**src/rtl/pipelined_cla_adder_pkg.sv**
```systemverilog
// pipelined_cla_adder_pkg: shared constants for the pipelined carry-lookahead adder
package pipelined_cla_adder_pkg;
    localparam int DEF_WIDTH = 32;
    localparam int DEF_STAGES = 4;
    localparam int GRP_W = 4;
    localparam logic OP_ADD = 1'b0;
    localparam logic OP_SUB = 1'b1;
endpackage

```
**src/rtl/pipelined_cla_adder_cla_segment.sv**
```systemverilog
// cla_segment: combinational SEG_W-bit carry-lookahead adder built from 4-bit groups
module cla_segment
    import pipelined_cla_adder_pkg::*;
#(
    parameter int SEG_W = 8
) (
    input  logic [SEG_W-1:0] a,
    input  logic [SEG_W-1:0] b,
    input  logic             cin,
    output logic [SEG_W-1:0] s,
    output logic             cout
);
    localparam int NG = SEG_W / GRP_W;
    logic [SEG_W-1:0] p, g, c;
    logic [NG-1:0] gp, gg;
    logic [NG:0] gc;
    // group P/G, two-level lookahead for every group carry, then bit carries inside each group
    always_comb begin
        logic pp;
        p = a ^ b;
        g = a & b;
        gp = '0;
        gg = '0;
        gc = '0;
        c = '0;
        pp = 1'b0;
        for (int j = 0; j < NG; j++) begin
            gg[j] = 1'b0;
            gp[j] = 1'b1;
            for (int i = 0; i < GRP_W; i++) begin
                gg[j] = g[j*GRP_W+i] | (p[j*GRP_W+i] & gg[j]);
                gp[j] = gp[j] & p[j*GRP_W+i];
            end
        end
        gc[0] = cin;
        for (int j = 0; j < NG; j++) begin
            gc[j+1] = gg[j];
            pp = gp[j];
            for (int k = j - 1; k >= 0; k--) begin
                gc[j+1] = gc[j+1] | (pp & gg[k]);
                pp = pp & gp[k];
            end
            gc[j+1] = gc[j+1] | (pp & cin);
        end
        for (int j = 0; j < NG; j++) begin
            c[j*GRP_W] = gc[j];
            for (int i = 1; i < GRP_W; i++)
                c[j*GRP_W+i] = g[j*GRP_W+i-1] | (p[j*GRP_W+i-1] & c[j*GRP_W+i-1]);
        end
    end
    assign s = p ^ c;
    assign cout = gc[NG];
endmodule

```
**src/rtl/pipelined_cla_adder.sv**
```systemverilog
// pipelined_cla_adder: segmented CLA add/sub, one segment per stage, valid/ready with full stall
module pipelined_cla_adder
    import pipelined_cla_adder_pkg::*;
#(
    parameter int WIDTH = DEF_WIDTH,
    parameter int STAGES = DEF_STAGES
) (
    input  logic             clk,
    input  logic             rst,
    input  logic             in_valid,
    output logic             in_ready,
    input  logic [WIDTH-1:0] a,
    input  logic [WIDTH-1:0] b,
    input  logic             ci,
    input  logic             sub,
    output logic             out_valid,
    input  logic             out_ready,
    output logic [WIDTH-1:0] s,
    output logic             co,
    output logic             ovf
);
    localparam int SEG_W = WIDTH / STAGES;
    logic adv;
    logic [WIDTH-1:0] b_eff;
    assign b_eff = (sub == OP_SUB) ? ~b : b;
    assign adv = !out_valid || out_ready;
    assign in_ready = adv;
    // each stage consumes the low segment of the operands it receives and forwards the rest
    for (genvar k = 0; k < STAGES; k++) begin : g_st
        localparam int RW = WIDTH - k * SEG_W;
        logic [RW-1:0] oa, ob;
        logic cin_k, vin_k, cout_k, vld, cy;
        logic [SEG_W-1:0] ss;
        logic [(k+1)*SEG_W-1:0] nsum, sr;
        if (k == 0) begin : g_in
            assign oa = a;
            assign ob = b_eff;
            assign cin_k = (sub == OP_SUB) ? 1'b1 : ci;
            assign vin_k = in_valid;
            assign nsum = ss;
        end else begin : g_mid
            assign oa = g_st[k-1].g_fw.ar;
            assign ob = g_st[k-1].g_fw.br;
            assign cin_k = g_st[k-1].cy;
            assign vin_k = g_st[k-1].vld;
            assign nsum = {ss, g_st[k-1].sr};
        end
        cla_segment #(.SEG_W(SEG_W)) u_seg (
            .a(oa[SEG_W-1:0]),
            .b(ob[SEG_W-1:0]),
            .cin(cin_k),
            .s(ss),
            .cout(cout_k)
        );
        // stage valid, carry and partial sum; bubbles move with data and everything holds on stall
        always_ff @(posedge clk or posedge rst) begin
            if (rst) begin
                vld <= 1'b0;
                cy <= 1'b0;
                sr <= '0;
            end else if (adv) begin
                vld <= vin_k;
                cy <= cout_k;
                sr <= nsum;
            end
        end
        if (k < STAGES - 1) begin : g_fw
            logic [RW-SEG_W-1:0] ar, br;
            // operand bits still to be added by later stages
            always_ff @(posedge clk or posedge rst) begin
                if (rst) begin
                    ar <= '0;
                    br <= '0;
                end else if (adv) begin
                    ar <= oa[RW-1:SEG_W];
                    br <= ob[RW-1:SEG_W];
                end
            end
        end else begin : g_last
            logic am, bm;
            // operand sign bits kept alongside the final sum for overflow detection
            always_ff @(posedge clk or posedge rst) begin
                if (rst) begin
                    am <= 1'b0;
                    bm <= 1'b0;
                end else if (adv) begin
                    am <= oa[RW-1];
                    bm <= ob[RW-1];
                end
            end
        end
    end
    assign out_valid = g_st[STAGES-1].vld;
    assign s = g_st[STAGES-1].sr;
    assign co = g_st[STAGES-1].cy;
    assign ovf = (g_st[STAGES-1].g_last.am == g_st[STAGES-1].g_last.bm) && (s[WIDTH-1] != g_st[STAGES-1].g_last.am);
endmodule

```
**config.mk**
```make
export PLATFORM = sky130hd
export DESIGN_NAME = pipelined_cla_adder
export DESIGN_NICKNAME = d
export VERILOG_FILES = /design/src/rtl/pipelined_cla_adder_pkg.sv /design/src/rtl/pipelined_cla_adder_cla_segment.sv /design/src/rtl/pipelined_cla_adder.sv
export SDC_FILE = /design/constraint.sdc
export NUM_CORES = 1
export LEC_CHECK = 0
export ABC_AREA = 1
export CORE_MARGIN = 5
export CORE_UTILIZATION = 28
export DETAILED_ROUTE_END_ITERATION = 8
export PLACE_DENSITY = 0.44
export SLEW_MARGIN = 40
export SYNTH_ARGS = -nofsm -noshare
export SYNTH_HDL_FRONTEND = slang
export SYNTH_SLANG_ARGS = --single-unit
```
**constraint.sdc**
```tcl
create_clock -name clk -period 16.2 [get_ports clk]
set_input_delay 2.43 -clock clk [delete_from_list [all_inputs] [get_ports clk]]
set_output_delay 2.43 -clock clk [all_outputs]
set_load 0.005 [all_outputs]
```
**After elaboration in Yosys (flattened, before gate mapping)**

Index checks and enable logic that the tools add are counted.

- Bits of input ports: 70
- Logic and storage cells: 188
- Register bits: 186
- Output and inout bits: 36

- Reductions and logical operators: 3
- Equal/unequal tests: 2
- Muxes and demuxes: 2
- Bitwise gates (word level): 161

Operators by type and width:

| kind | number |
|---|---|
| AND 1 bit | 88 |
| bitwise XOR 8 bit | 8 |
| OR 1 bit | 60 |
| AND 8 bit | 4 |
| two-way mux 32 bit | 1 |
| inverter 32 bit | 1 |
| == test 1 bit | 1 |
| logical AND 1 bit | 1 |
| logical NOT 1 bit | 1 |
| logical OR 1 bit | 1 |
| two-way mux 1 bit | 1 |
| != test 1 bit | 1 |

**Depth between registers and ports, before layout**

- Word-level depth: 17
- Mapped depth: 15
- Depth with buffers taken out: 13

**Modules after synthesis**

Synthesis repeated with hierarchy kept, for this count alone.

- Cell total of the unflattened synthesis: 1005
- Area total of the unflattened synthesis: 8762.2 µm²

Modules (own cells, without submodules):

| module | cells each | area an instance (µm²) | seq. area each (µm²) | instances |
|---|---|---|---|---|
| pipelined_cla_adder | 838 | 7368.3 | 4654.5 | 1 |
| cla_segment (g_st[1].u_seg ...) | 40 | 336.6 | 0.0 | 2 |
| cla_segment (g_st[3].u_seg) | 44 | 367.9 | 0.0 | 1 |
| cla_segment (g_st[0].u_seg) | 43 | 352.8 | 0.0 | 1 |

**Worst setup path after synthesis**

No wires, ideal clock.

- Kind: input port to output port
- Start: in out_ready
- End: out in_ready
- Buffers on the path: 3
- Cell stages on the path: 5
- Slack: 10737 ps
- Arrival time: 3033 ps
- Data required time: 13770 ps
- Cells stage by stage: nor2_2 buf_6 inv_2 buf_6 buf_6

- Longest elaborated chain between the ends: 1

RTL lines:

| item | RTL line | text |
|---|---|---|
| from (decl) | pipelined_cla_adder.sv:17 | `input logic out_ready,` |
| logical OR 1 bit | pipelined_cla_adder.sv:26 | `assign adv = !out_valid \|\| out_ready;` |
| to (decl) | pipelined_cla_adder.sv:11 | `output logic in_ready,` |

No other way between the ends.

**Worst setup path after layout**

Same ends and word-level chain as after synthesis.

==> summary.txt <==
Clock tree
  – Inserted Clock Buffers: 17
  – Post-CTS setup buffers: 0
  – Hold buffers post-CTS: 0
  – Clk buf depth: 2
  – CTS sink cnt: 186
  – Max H-tree Level: 4
  – CTS tree: built
  – Clk slew on worst S/H paths: 0.07 ns
  – Root buffer cell: clkbuf_16
  – Clock Latency Late Sink: 0.42 ns
  – Post-cts resize count: 0

Setup path
  – Top cell by count, worst path: clkdlybuf4s50_1
  – CP peak stage delay: ~0.63 ns
  – Top Family by Delay on Critical Path: buffers and inverters
  – Slowest cell on crit path: clkdlybuf4s50_1
  – CP required: around 14 ns
  – Max Fanout on Critical Path: about 140
  – CP Cell Sequence: clkdlybuf4s50_1 > nor2_4 > buf_12 > buf_16 > inv_4 > clkdlybuf4s50_1
  – Flop2flop setup slack: ~13 ns
  – Startpoint Class: input port
  – Crit. End Element: output port
  – CP bufs+invs: 5
  – Crit Path Category: in2out
  – Worst EP arrival: around 4.7 ns

Drt
  – Remaining antenna violation count: 0
  – DR vias/cell: a little over 4
  – Routed wire per std cell: between 10 and 15 microns
  – Vias: around 5700
  – DR pass1 iterations: 4
  – Drt drc: 0
  – Post-Route WL: roughly 18000 microns
  – Number of DRC markers in iteration 0: 306

Timing
  – Max_slew headroom: 0.553
  – Final WS setup: between 9 and 10 ns
  – RSZ-0062 raised after global routing: false
  – Clock Skew: 0.0155 ns
  – Final Critical Period: slightly above 7 ns
  – Tcrit/Tclk final: 0.441
  – Peak Freq: roughly 140 MHz
  – TNS Setup: 0 ns
  – Slew @ Worst Pin: 0.671 ns
  – Final hold vios: 0
  – Final setup vio count: 0
  – Slew Viols, Final: 0

Power and ir drop
  – Leakage: just under 5 nW
  – Switch Pwr: about 0.68 mW
  – Net Sw Frac: 0.366
  – Flop pwr share: 0.422
  – Cell internal pwr: 1.18 mW
  – PD cells: between 150 and 200 mW/mm^2
  – VDD IR max: a little under 0.00009 V
  – Logic pwr share: 0.359
  – Clock power frac: 0.219

Cells and area
  – Final instance area: 0.0105 sq mm
  – Area growth syn-to-layout: 22.3%
  – # diodes: 0
  – Nets: about 1100
  – Finished Core Util: 0.345
  – Share of layout cells above drive strength 1: 0.0425

Floorplan
  – FP Rows: between 60 and 70
  – Die area: around 0.034 sq mm
  – Core outline area: just over 0.03 sq mm
  – Die height: 185 microns
  – Die Wd: between 150 and 200 microns
  – Starting density of the core: 0.282
  – I/O pin count: between 100 and 150

Global routing
  – Vias in the first global route: 5844
  – Initial antenna violation count: 0
  – Total global-route track usage: 0.111
  – Largest net degree at the start of global routing: between 200 and 250
  – GRT Residual Overflow: 0
  – First-pass GRT wire length: between 30000 and 40000 microns

Logic synthesis
  – Yosys reg bits: around 190
  – Synth warn: 0
  – Distinct cells, synth: 27
  – EDFF count, synth: 0
  – Syn_area_per_cell: between 9 and 10 sq um
  – Cells after synthesis: 913
  – Syn Nets: slightly above 1000
  – Sequential area share after synthesis: 0.542
  – Async S/R FF share, synth: 1.00
  – Primary FF master, synth: dfrtp_1
  – Synthesized area: ~0.0086 sq mm

Placement
  – IO Port Bufs: between 100 and 150
  – Post-placement cell area: roughly 0.0099 sq mm
  – RePlAce Congestion: 0.734
  – Final HPWL DP: about 12000 microns
  – Setup WS pre-CTS: roughly 9.0 ns

Run status
  – Status: completed

Worst hold path
  – Hold Crit Class: reg2reg

Job
  – Max-cap violations: 0
[synthesized netlist by cell type, types with 5 or more instances]
master | instances | area [sq um]
a21oi_1 | 10 | 50.1
buf_2 | 11 | 55.1
buf_4 | 12 | 90.1
buf_6 | 9 | 101
clkbuf_1 | 10 | 37.5
dfrtp_1 | 186 | 4650
fa_1 | 24 | 480
ha_1 | 32 | 400
inv_1 | 81 | 304
nand2_1 | 333 | 1250
nand3_1 | 5 | 25.0
nor2_1 | 24 | 90.1
o21ai_0 | 122 | 611
xnor2_1 | 36 | 315
[flip-flops by register name, summed over array words and instances, names as in the netlist]
register        flops
g_st.g_fw.ar       48
g_st.g_fw.br       48
g_st.sr            48
s                  32
g_st.cy             3
g_st.vld            3
co                  1
g_st.g_last.am      1
g_st.g_last.bm      1
out_valid           1
[final timing paths]
path                               startpoint        endpoint  cells after the start
max in group asynchronous                 rst           s[21]                      3
min in group asynchronous                 rst            s[5]                      2
hold reg to reg                   g_st[2].vld       out_valid                      2
hold / removal                    g_st[2].vld       out_valid                      2
setup reg to reg           g_st[1].g_fw.ar[3]  g_st[2].sr[23]                      8
setup / recovery                    out_ready        in_ready                      6
[cell families after synthesis]
group | count (synthesis) | share of synthesized area
buf+inv | 126 | 0.0706
simple gates | 367 | 0.162
fa+ha+maj | 56 | 0.102
xor+xnor | 40 | 0.0408
compound gates | 138 | 0.0821
flops | 186 | 0.542
[layout by cell type (no fill, tap or decap), types with 2 or more instances in the layout]
cell type | synthesis | final
nand2_1 | 333 | 333
dfrtp_1 | 186 | 186
o21ai_0 | 122 | 122
clkdlybuf4s50_1 | 0 | 104
inv_1 | 81 | 80
xnor2_1 | 36 | 36
ha_1 | 32 | 32
nor2_1 | 24 | 24
fa_1 | 24 | 24
clkbuf_16 | 0 | 17
a21oi_1 | 10 | 10
nand3_1 | 5 | 5
xor2_1 | 4 | 4
inv_6 | 0 | 3
inv_8 | 0 | 3
o21ai_2 | 2 | 2
clkinv_8 | 0 | 2
clkinvlp_4 | 0 | 2
clkinv_4 | 0 | 2
buf_6 | 9 | 2
[power groups by stage]
stage	Sequential (mW)	Clock [mW]	Combinational, mW
after global placement	0.799	0	0.679
after floorplan	0.775	0	0.459
after CTS	0.794	0.425	0.689
after detailed placement	0.801	0	0.686
final	0.788	0.409	0.670
after global routing	0.819	0.440	0.800
[area by class of cell]
| class | count | area [sq um] |
|---|---|---|
| fillers | 3195 | 19900 |
| flip-flops and latches | 186 | 4650 |
| multi-input cells | 601 | 3340 |
| repair buffers | 110 | 1120 |
| well taps | 396 | 495 |
| clock buffers | 19 | 443 |
| inverters | 82 | 323 |
| clock inverters | 13 | 130 |
[per-layer routing]
layer  part of all wire  track usage  routed length [microns]
met1               0.54        0.169                     9930
met2               0.42        0.160                     7620
met3              0.023       0.0196                      417
met4              0.014       0.0344                      251
met5                  0            0                        0
[stage by stage]
step	cells	hold WS, ns	power (mW)
floorplan	913	0.419	1.23
global placement	1374	0.427	1.48
detailed placement	1374	0.436	1.49
CTS	1406	0.455	1.91
global route	1407	0.460	2.06
finish	1407	0.447	1.87
[tightest hold or removal path: cells and delay by family, from the launching register on]
kind	cells	cell delay, ns
flops	1	0.32
simple gates	1	0.05
buf+inv	1	0.04
No activity file was read; power rests on OpenSTA's default activity.
